## src/rtl/axil_mem_arbiter.sv

```systemverilog
// Two-path (read/write) arbiter onto a single simple memory port.
// Round-robin on ties, one access in flight, optional MREADY wait timeout.
module axil_mem_arbiter #(
    parameter int ADDR_WIDTH = 32,
    parameter int DATA_WIDTH = 32,
    parameter int TIMEOUT    = 16
) (
    input  logic                    clk,
    input  logic                    resetn,
    input  logic                    rd_req,
    input  logic [ADDR_WIDTH-1:0]   rd_addr,
    input  logic                    wr_req,
    input  logic [ADDR_WIDTH-1:0]   wr_addr,
    input  logic [DATA_WIDTH-1:0]   wr_data,
    input  logic [DATA_WIDTH/8-1:0] wr_strb,
    output logic                    rd_done,
    output logic [DATA_WIDTH-1:0]   rd_data,
    output logic [1:0]              rd_resp,
    output logic                    wr_done,
    output logic [1:0]              wr_resp,
    output logic                    MVALID,
    output logic                    MWRITE,
    output logic [ADDR_WIDTH-1:0]   MADDR,
    output logic [DATA_WIDTH-1:0]   MWDATA,
    output logic [DATA_WIDTH/8-1:0] MWSTRB,
    input  logic                    MREADY,
    input  logic [DATA_WIDTH-1:0]   MDATA,
    input  logic [1:0]              MRESP
);

    localparam int         STRB_WIDTH = DATA_WIDTH / 8;
    localparam logic       TO_EN      = (TIMEOUT != 0);
    localparam logic [7:0] TO_LAST    = (TIMEOUT == 0) ? 8'd0 : 8'(TIMEOUT - 1);
    localparam logic [1:0] RESP_SLVERR = 2'b10;

    typedef enum logic [1:0] {
        IDLE   = 2'd0,
        ACCESS = 2'd1,
        RESP   = 2'd2
    } state_t;

    state_t                state_q, state_d;
    logic                  last_wr_q, last_wr_d;
    logic                  mvalid_q, mvalid_d;
    logic                  mwrite_q, mwrite_d;
    logic [ADDR_WIDTH-1:0] maddr_q, maddr_d;
    logic [DATA_WIDTH-1:0] mwdata_q, mwdata_d;
    logic [STRB_WIDTH-1:0] mwstrb_q, mwstrb_d;
    logic [7:0]            cnt_q, cnt_d;
    logic                  rd_done_q, rd_done_d;
    logic                  wr_done_q, wr_done_d;
    logic [DATA_WIDTH-1:0] rd_data_q, rd_data_d;
    logic [1:0]            rd_resp_q, rd_resp_d;
    logic [1:0]            wr_resp_q, wr_resp_d;

    logic grant_wr_s;
    logic timeout_s;

    // Grant selection: a lone request always wins, a tie goes to the path not served last.
    always_comb begin
        grant_wr_s = 1'b0;
        if (rd_req && wr_req) begin
            grant_wr_s = ~last_wr_q;
        end else begin
            grant_wr_s = wr_req;
        end
    end

    assign timeout_s = TO_EN && (cnt_q == TO_LAST);

    // Next-state and registered-output computation for the access FSM.
    always_comb begin
        state_d   = state_q;
        last_wr_d = last_wr_q;
        mvalid_d  = mvalid_q;
        mwrite_d  = mwrite_q;
        maddr_d   = maddr_q;
        mwdata_d  = mwdata_q;
        mwstrb_d  = mwstrb_q;
        cnt_d     = cnt_q;
        rd_done_d = 1'b0;
        wr_done_d = 1'b0;
        rd_data_d = rd_data_q;
        rd_resp_d = rd_resp_q;
        wr_resp_d = wr_resp_q;

        case (state_q)
            IDLE: begin
                if (rd_req || wr_req) begin
                    state_d   = ACCESS;
                    mvalid_d  = 1'b1;
                    mwrite_d  = grant_wr_s;
                    last_wr_d = grant_wr_s;
                    maddr_d   = grant_wr_s ? wr_addr : rd_addr;
                    mwdata_d  = grant_wr_s ? wr_data : '0;
                    mwstrb_d  = grant_wr_s ? wr_strb : '0;
                    cnt_d     = 8'd0;
                end else begin
                    state_d = IDLE;
                end
            end

            ACCESS: begin
                // MREADY is checked first so a late accept beats the timeout.
                if (MREADY) begin
                    state_d  = RESP;
                    mvalid_d = 1'b0;
                    if (mwrite_q) begin
                        wr_done_d = 1'b1;
                        wr_resp_d = MRESP;
                    end else begin
                        rd_done_d = 1'b1;
                        rd_data_d = MDATA;
                        rd_resp_d = MRESP;
                    end
                end else if (timeout_s) begin
                    state_d  = RESP;
                    mvalid_d = 1'b0;
                    if (mwrite_q) begin
                        wr_done_d = 1'b1;
                        wr_resp_d = RESP_SLVERR;
                    end else begin
                        rd_done_d = 1'b1;
                        rd_data_d = '0;
                        rd_resp_d = RESP_SLVERR;
                    end
                end else begin
                    cnt_d = (cnt_q == 8'hFF) ? cnt_q : cnt_q + 8'd1;
                end
            end

            RESP: begin
                state_d = IDLE;
            end

            default: begin
                state_d  = IDLE;
                mvalid_d = 1'b0;
            end
        endcase
    end

    // State and output registers; reset aborts any access in flight.
    always_ff @(posedge clk or negedge resetn) begin
        if (!resetn) begin
            state_q   <= IDLE;
            last_wr_q <= 1'b1;
            mvalid_q  <= 1'b0;
            mwrite_q  <= 1'b0;
            maddr_q   <= '0;
            mwdata_q  <= '0;
            mwstrb_q  <= '0;
            cnt_q     <= 8'd0;
            rd_done_q <= 1'b0;
            wr_done_q <= 1'b0;
            rd_data_q <= '0;
            rd_resp_q <= 2'b00;
            wr_resp_q <= 2'b00;
        end else begin
            state_q   <= state_d;
            last_wr_q <= last_wr_d;
            mvalid_q  <= mvalid_d;
            mwrite_q  <= mwrite_d;
            maddr_q   <= maddr_d;
            mwdata_q  <= mwdata_d;
            mwstrb_q  <= mwstrb_d;
            cnt_q     <= cnt_d;
            rd_done_q <= rd_done_d;
            wr_done_q <= wr_done_d;
            rd_data_q <= rd_data_d;
            rd_resp_q <= rd_resp_d;
            wr_resp_q <= wr_resp_d;
        end
    end

    assign MVALID  = mvalid_q;
    assign MWRITE  = mwrite_q;
    assign MADDR   = maddr_q;
    assign MWDATA  = mwdata_q;
    assign MWSTRB  = mwstrb_q;
    assign rd_done = rd_done_q;
    assign wr_done = wr_done_q;
    assign rd_data = rd_data_q;
    assign rd_resp = rd_resp_q;
    assign wr_resp = wr_resp_q;

endmodule

```

## config.mk

```make
export PLATFORM = sky130hd
export DESIGN_NAME = axil_mem_arbiter
export DESIGN_NICKNAME = d
export VERILOG_FILES = /design/src/rtl/axil_mem_arbiter.sv
export SDC_FILE = /design/constraint.sdc
export NUM_CORES = 1
export LEC_CHECK = 0
export CORE_MARGIN = 1
export CORE_UTILIZATION = 43
export CTS_CLUSTER_DIAMETER = 60
export DETAILED_ROUTE_END_ITERATION = 16
export PLACE_DENSITY = 0.84
export REMOVE_ABC_BUFFERS = 1
export SLEW_MARGIN = 40
export SYNTH_ARGS = -nofsm -noshare
export SYNTH_HDL_FRONTEND = slang
export SYNTH_SLANG_ARGS = --single-unit
```

## constraint.sdc

```tcl
create_clock -name clk -period 5 [get_ports clk]
set_input_delay 0.5 -clock clk [delete_from_list [all_inputs] [get_ports clk]]
set_output_delay 0.5 -clock clk [all_outputs]
set_load 0.05 [all_outputs]
```

==> summary.md <==
- **beginning of the worst register-to-register path** cnt_q[4]
- **Worst slew margin** 51.92%
- **floorplan die height** 107.6 um
- **reg-to-reg endpoint** rd_data[20]
- **finished layout cell area** 7933 sq um
- **ratio of routed vias to standard cells** 5.217
- **CP delay by family, top** buffers and inverters
- **clk_skew** 0.008093 ns
- **top cell type's share of synthesized area** 61.57%
- **violation count after the first detailed-route iteration** 207
- **switching power** 2.538 mW
- **shortest clock period the worst path allows after layout** 2.290 ns
- **unrepaired setup endpoints after global routing** false
- **clock power share** 21.2%
- **area of the multi-input gates** 1673 sq um
- **hold_buf cts** 0
- **Pleak** 3.498 nW
- **hold crit path type** in -> async
- **die outline area** 11580 sq um
- **kind of start point of the critical path** flip-flop
- **clock tree sinks** 119
- **number of gates given a new drive strength after cts** 0
- **proportion of power drawn by combinational gates** 50.7%
- **most common library cells after synthesis** sky130_fd_sc_hd__dfrtp_1 (118), sky130_fd_sc_hd__a22o_1 (68), sky130_fd_sc_hd__nand2_1 (40)
- **top_reg_cell synth** sky130_fd_sc_hd__dfrtp_1
- **total area of sequential cells** 2979 sq um
- **final routed wire length divided by cell count** 17.30 um
- **maximum buffer depth of the clock tree** 2
- **warning count from the yosys run** 0
- **number of cells in the design after placement** 744
- **GR Util All Layers** 23.66%
- **worst endpoint data arrival time** 1.79 ns
- **Final ANT Viol Nets** 0
- **final setup fails** 0
- **cell with the most instances after synthesis** sky130_fd_sc_hd__dfrtp_1
- **clk slew on worst S/H paths** 0.06 ns
- **maximum fanout encountered on the critical timing path** 5
- **Slew @ Worst Pin** 0.7198 ns
- **Via Count** 4043
- **endpoints failing hold** 0
- **final layout net count** 763
- **startpoint of the worst setup timing path** MWRITE
- **Required @ worst endpoint** 4.50 ns
- **H-tree Lvls** 4
- **post-CTS repair timing setup buffer count** 0
- **worst path bufs/invs** 1
- **maximum number of pins on one net before global-route repair** 105
- **number of distinct standard cells referenced by the synthesized netlist** 43
- **critical path, cell by cell** clkdlybuf4s50_1
- **Fmax** 436.7 MHz
- **Die W** 107.6 um
- **most area-consuming cells after synthesis** sky130_fd_sc_hd__dfrtp_1 (62%), sky130_fd_sc_hd__a22o_1 (12%), sky130_fd_sc_hd__mux2i_1 (6.7%)
- **final wirelength** 13410 um
- **vias in the first global route** 4079
- **count of port buffers added during placement** 246
- **count of unresolved DRC violations after routing** 0
- **VDD IR-drop max** 0.4374 mV
- **Crit. path cell count** 1
- **antenna cells** 0
- **net switching fraction of the power** 44.32%
- **area of the core region** 10840 sq um
- **clock tree from TritonCTS** yes
- **starting density of the core** 44.24%
- **Critical Path Sink Type** output pin
- **Yosys reg bits** 119
- **delay contributed by the slowest stage of the critical path** 0.85 ns
- **antenna violations before repair** 0
- **fraction of layout cells with a size suffix above 1** 6.772%
- **Final Instance Count excl. Fillers** 775
- **power per cell area** 721.9 nW/um^2
- **post-synthesis average cell area** 12.46 sq um
- **gate count after technology mapping** 385
- **post-DP HPWL** 9571 um
- **first-pass iteration count of the detailed router** 5
- **portion of the post-synthesis area used by sequential elements** 62.12%
- **Final Slew Violations** 0
- **worst setup slack for register-to-register paths** 2.96 ns
- **dominant cell type by area after synthesis** sky130_fd_sc_hd__dfrtp_1
- **outcome** complete, no violations
- **ratio of final minimum period to clock period** 45.80%
- **CP max-delay cell** sky130_fd_sc_hd__clkdlybuf4s50_1
- **FILL cells** 760
- **Post-synth EDFFs** 0
- **clock buffers created by TritonCTS** 17
- **area overhead of the layout relative to synthesis** 65.41%
- **sequential group share of total power** 28.1%
- **Internal Dissipation** 3.188 mW
- **clock latency on the worst-skew pair** 0.51 ns
- **async set-or-reset flop fraction in the synthesized netlist** 100.0%
- **final global-route overflow total** 0
- **clock root buffer master** sky130_fd_sc_hd__clkbuf_8
- **crit path kind** reg -> out
- **Critical Path Sink** MWRITE
- **area after detailed placement** 7332 sq um
- **max-cap violations** 0
- **number of cells traversed by the worst register-to-register path** 4
- **number of standard-cell rows in the floorplan** 38
- **final RePlAce weighted congestion** 0.8282
- **first-pass GRT wire length** 20620 um
- **post-synthesis instance area** 4796 sq um
- **boundary pin count** 247
-- logic make-up (layout without fill, tap and decap cells) --
family | count (synthesis) | after routing | synth area share, %
AOI/OAI and AO/OA | 131 | 131 | 20.56
adders and majority gates | 1 | 1 | 0.2609
buffers and inverters | 34 | 284 | 3.548
DFF | 119 | 119 | 62.12
muxes | 32 | 32 | 6.679
and+or+nand+nor | 68 | 68 | 6.836
-- power groups by stage --
| stage | logic [mW] | registers, mW | clock network (mW) |
|---|---|---|---|
| floorplan | 0.550 | 2.90 | 0 |
| global placement | 2.86 | 1.60 | 0 |
| detailed placement | 2.91 | 1.61 | 0 |
| CTS | 2.92 | 1.61 | 1.24 |
| global route | 3.03 | 1.66 | 1.28 |
| finish | 2.90 | 1.61 | 1.22 |
-- flip-flops by register name (all words and copies together), names as in the netlist --
signal	flops
MADDR	32
MVALID	1
MWDATA	32
MWRITE	1
MWSTRB	4
cnt_q	8
last_wr_q	1
rd_data	32
rd_done	1
rd_resp	2
state_q	2
wr_done	1
wr_resp	2
-- metrics by stage --
| stage | power (mW) | worst slack [ns] | hold slack (ns) | utilization, % | setup TNS (ns) |
|---|---|---|---|---|---|
| 2_1_floorplan | 3.453 | -3.343 | 0.2044 | - | -166.69 |
| 3_3_place_gp | 4.466 | 2.435 | 0.4614 | 67.59 | 0 |
| 3_5_place_dp | 4.523 | 2.349 | 0.4703 | 67.64 | 0 |
| 4_1_cts | 5.766 | 2.681 | 0.03026 | 73.14 | 0 |
| 5_1_grt | 5.962 | 2.649 | 0.06201 | 73.18 | 0 |
| 6_report | 5.727 | 2.710 | 0.006529 | 73.18 | 0 |
-- metal layers --
layer | global-route usage (%) | up-vias | part of all wire [%]
met5 | 0 | - | 0
li1 | - | 1888 | -
met4 | 10.08 | 0 | 1.9
met3 | 6.659 | 23 | 7.0
met2 | 40.71 | 191 | 52
met1 | 27.54 | 1941 | 39
-- how the worst min path moves through the flow --
stage | from | to | slack, ns | cells past startpoint
2_1_floorplan | resetn | MADDR[0] | 0.20 | 0
3_3_place_gp | MADDR[2] | MADDR[2] | 0.46 | 2
3_5_place_dp | MADDR[18] | MADDR[18] | 0.47 | 2
4_1_cts | resetn | rd_data[30] | 0.03 | 1
5_1_grt | resetn | rd_data[30] | 0.06 | 1
6_report | resetn | rd_data[13] | 0.007 | 1
-- cells in the final DEF, fill, tap and decap left out, types with 2 or more instances in the layout --
master	count
sky130_fd_sc_hd__clkinvlp_4	2
sky130_fd_sc_hd__o21ai_0	38
sky130_fd_sc_hd__and4b_1	2
sky130_fd_sc_hd__nor4b_1	2
sky130_fd_sc_hd__a22o_1	68
sky130_fd_sc_hd__a31oi_1	3
sky130_fd_sc_hd__buf_4	3
sky130_fd_sc_hd__nand2b_1	2
sky130_fd_sc_hd__clkbuf_1	2
sky130_fd_sc_hd__inv_1	3
sky130_fd_sc_hd__mux2i_1	32
sky130_fd_sc_hd__nor3_1	3
sky130_fd_sc_hd__clkdlybuf4s50_1	245
sky130_fd_sc_hd__clkbuf_8	5
sky130_fd_sc_hd__buf_6	2
sky130_fd_sc_hd__a21oi_1	4
sky130_fd_sc_hd__dfrtp_1	118
sky130_fd_sc_hd__nand2_1	40
sky130_fd_sc_hd__a21o_1	2
sky130_fd_sc_hd__a211o_1	2
sky130_fd_sc_hd__bufinv_16	3
sky130_fd_sc_hd__clkbuf_16	16
sky130_fd_sc_hd__o31ai_1	3
sky130_fd_sc_hd__nand3_1	2
sky130_fd_sc_hd__nor2_1	6
sky130_fd_sc_hd__clkinv_2	3
-- cell type report --
cell class	count	share of cell area [%]
Sequential cell	119	37.56
Timing Repair Buffer	250	31.48
Multi-Input combinational cell	232	21.09
Clock buffer	23	6.009
Tap cell	140	2.208
Clock inverter	8	1.514
Inverter	3	0.1420
Note: power is estimated with default switching activity, not from simulation.
==> variant, RTL diff (same settings) <==
Encoding of `state_t`: now one-hot (3 bits for 3 states).
--- a/src/rtl/axil_mem_arbiter.sv
+++ b/src/rtl/axil_mem_arbiter.sv
@@ -35,6 +35,6 @@
 
-    typedef enum logic [1:0] {
-        IDLE   = 2'd0,
-        ACCESS = 2'd1,
-        RESP   = 2'd2
+    typedef enum logic [2:0] {
+        IDLE   = 3'b001,
+        ACCESS = 3'b010,
+        RESP   = 3'b100
     } state_t;
Formal check against the unedited RTL: no difference found for any inputs over 4 cycles, from zero or initial values and one cycle with resetn low; so few cycles prove little.
==> variant against the original RTL <==
Utilization grew 0.34 points. Sequential power up 4%. Cell area grew 1.3%. Power increased by 7.9%. Critical path depth did not move. Register-to-register slack got worse by 0.04 ns. Wire length rose by 3.2%. Synthesized cell count is 1.6% higher. Sequential cell count up 1. Worst setup slack improved by 0.028 ns. Synthesized area increased by 1.3%. Global-route usage increased by 0.44 points. Via count rose by 2.4%. Critical path type unchanged. Largest power group unchanged. Highest routed layer unchanged.
==> variant: results (changes against the original RTL) <==
Cells and area
The layout cell share with drive strength beyond 1 is 7.61% (+0.84 points).

STA
The setup clock skew after layout is 0.00988 ns (+0.00179 ns). The smallest hold slack is 0.0924 ns (+0.0859 ns). The setup slack of the critical path after layout is 2.74 ns (+0.0278 ns). The pin slew with the least headroom to its limit is 0.634 ns (-0.0856 ns).

Logic synthesis
The number of distinct library cell variants in the gate-level netlist after synthesis came to 42 (-2.3%). Sorting the synthesized cells by area gives the leading types as sky130_fd_sc_hd__dfrtp_1, sky130_fd_sc_hd__a22o_1, sky130_fd_sc_hd__mux2i_1. Among all flip-flop cells after synthesis, the most frequent one is sky130_fd_sc_hd__dfrtp_1. The commonest cells after synthesis are sky130_fd_sc_hd__dfrtp_1, sky130_fd_sc_hd__a22o_1, sky130_fd_sc_hd__nand2_1, sky130_fd_sc_hd__mux2i_1, sky130_fd_sc_hd__o21ai_1. The synthesized netlist cell count came to 391 (+1.6%).

Placement
The total instance count after detailed placement is 753 (+1.2%). The routability congestion estimate is 0.783 (-5.5%). The cell area after placement is 7450 um^2 (+1.6%). The detailed placement HPWL is 9.88 mm (+3.2%).

Global routing
The number of global-route vias before repair is 4121 (+1.0%). The global router's overall resource usage is 24.1% (+0.44 points). The global-route wire length before repair is 21.1 mm (+2.3%).

Outcome
The run finished with clean final reports.

Power and ir drop
The proportion of power drawn by the clock network came to 19.3% (-1.9 points). The combinational group power came to 3310 uW (+14%). The proportion of total power due to net switching is 45.6% (+1.3 points). The power density over cell area is 769 nW/um^2 (+6.5%). The worst ir drop on vdd is 0.482 mV (+10%). The static power due to leakage was 0.00354 uW (+1.2%).

Setup path
The endpoint identified for the worst register-to-register timing path is MWDATA[24]. The number of cells on the worst reg-to-reg path came to 5 (+1). The critical path data arrival time is 1.76 ns (-0.03 ns). In this run the critical register-to-register path is launched from state_q[0]. The largest incremental delay on the critical path is 0.88 ns (+0.03 ns).

Routing
The wire length per cell after detailed routing is 17.6 um (+2.0%). The count of TritonRoute iterations in the first routing pass is 4 (-1). The number of DRC markers in iteration 0 is 189 (-8.7%).

Clock tree
Clock tree synthesis selected as its root buffer the cell sky130_fd_sc_hd__clkbuf_16. The source-to-sink clock delay at the later pin of the worst-skew pair is 0.40 ns (-0.11 ns).
variant: changes by cell type in the layout (fill, tap and decap cells not counted), sizes merged, moves of 3 or more:
cell / unedited run / this run
nor3b: 1 / 4
nor2: 6 / 9
clkinvlp: 2 / 6
buf: 5 / 9
o31ai: 3 / 0
and3: 1 / 4
clkbuf: 23 / 20
nand2: 41 / 37
nand4: 1 / 5
variant: metal layers:
metal | global-route usage [%] | share of wire [%] | up-vias
met1 | 28.5 | 39 | 1999
met2 | 41.4 | 51 | 193
met4 | 8.78 | 1.7 | 0
met3 | 7.29 | 8.1 | 23
met5 | 0 | 0 | -
li1 | - | - | 1927
variant: layout make-up:
type	count	area (um^2)
sequential	120	3010
fill	761	2900
timing repair buffer	254	2560
multi-input combinational	236	1700
clock buffer	20	467
tap	140	175
clock inverter	11	124
inverter	3	11.3
variant: cells by family after synthesis:
group           synth area share (%)
buf+inv                         3.63
flops                           61.8
compound gates                  19.6
mux                             7.23
simple gates                    7.47
fa+ha+maj                      0.257
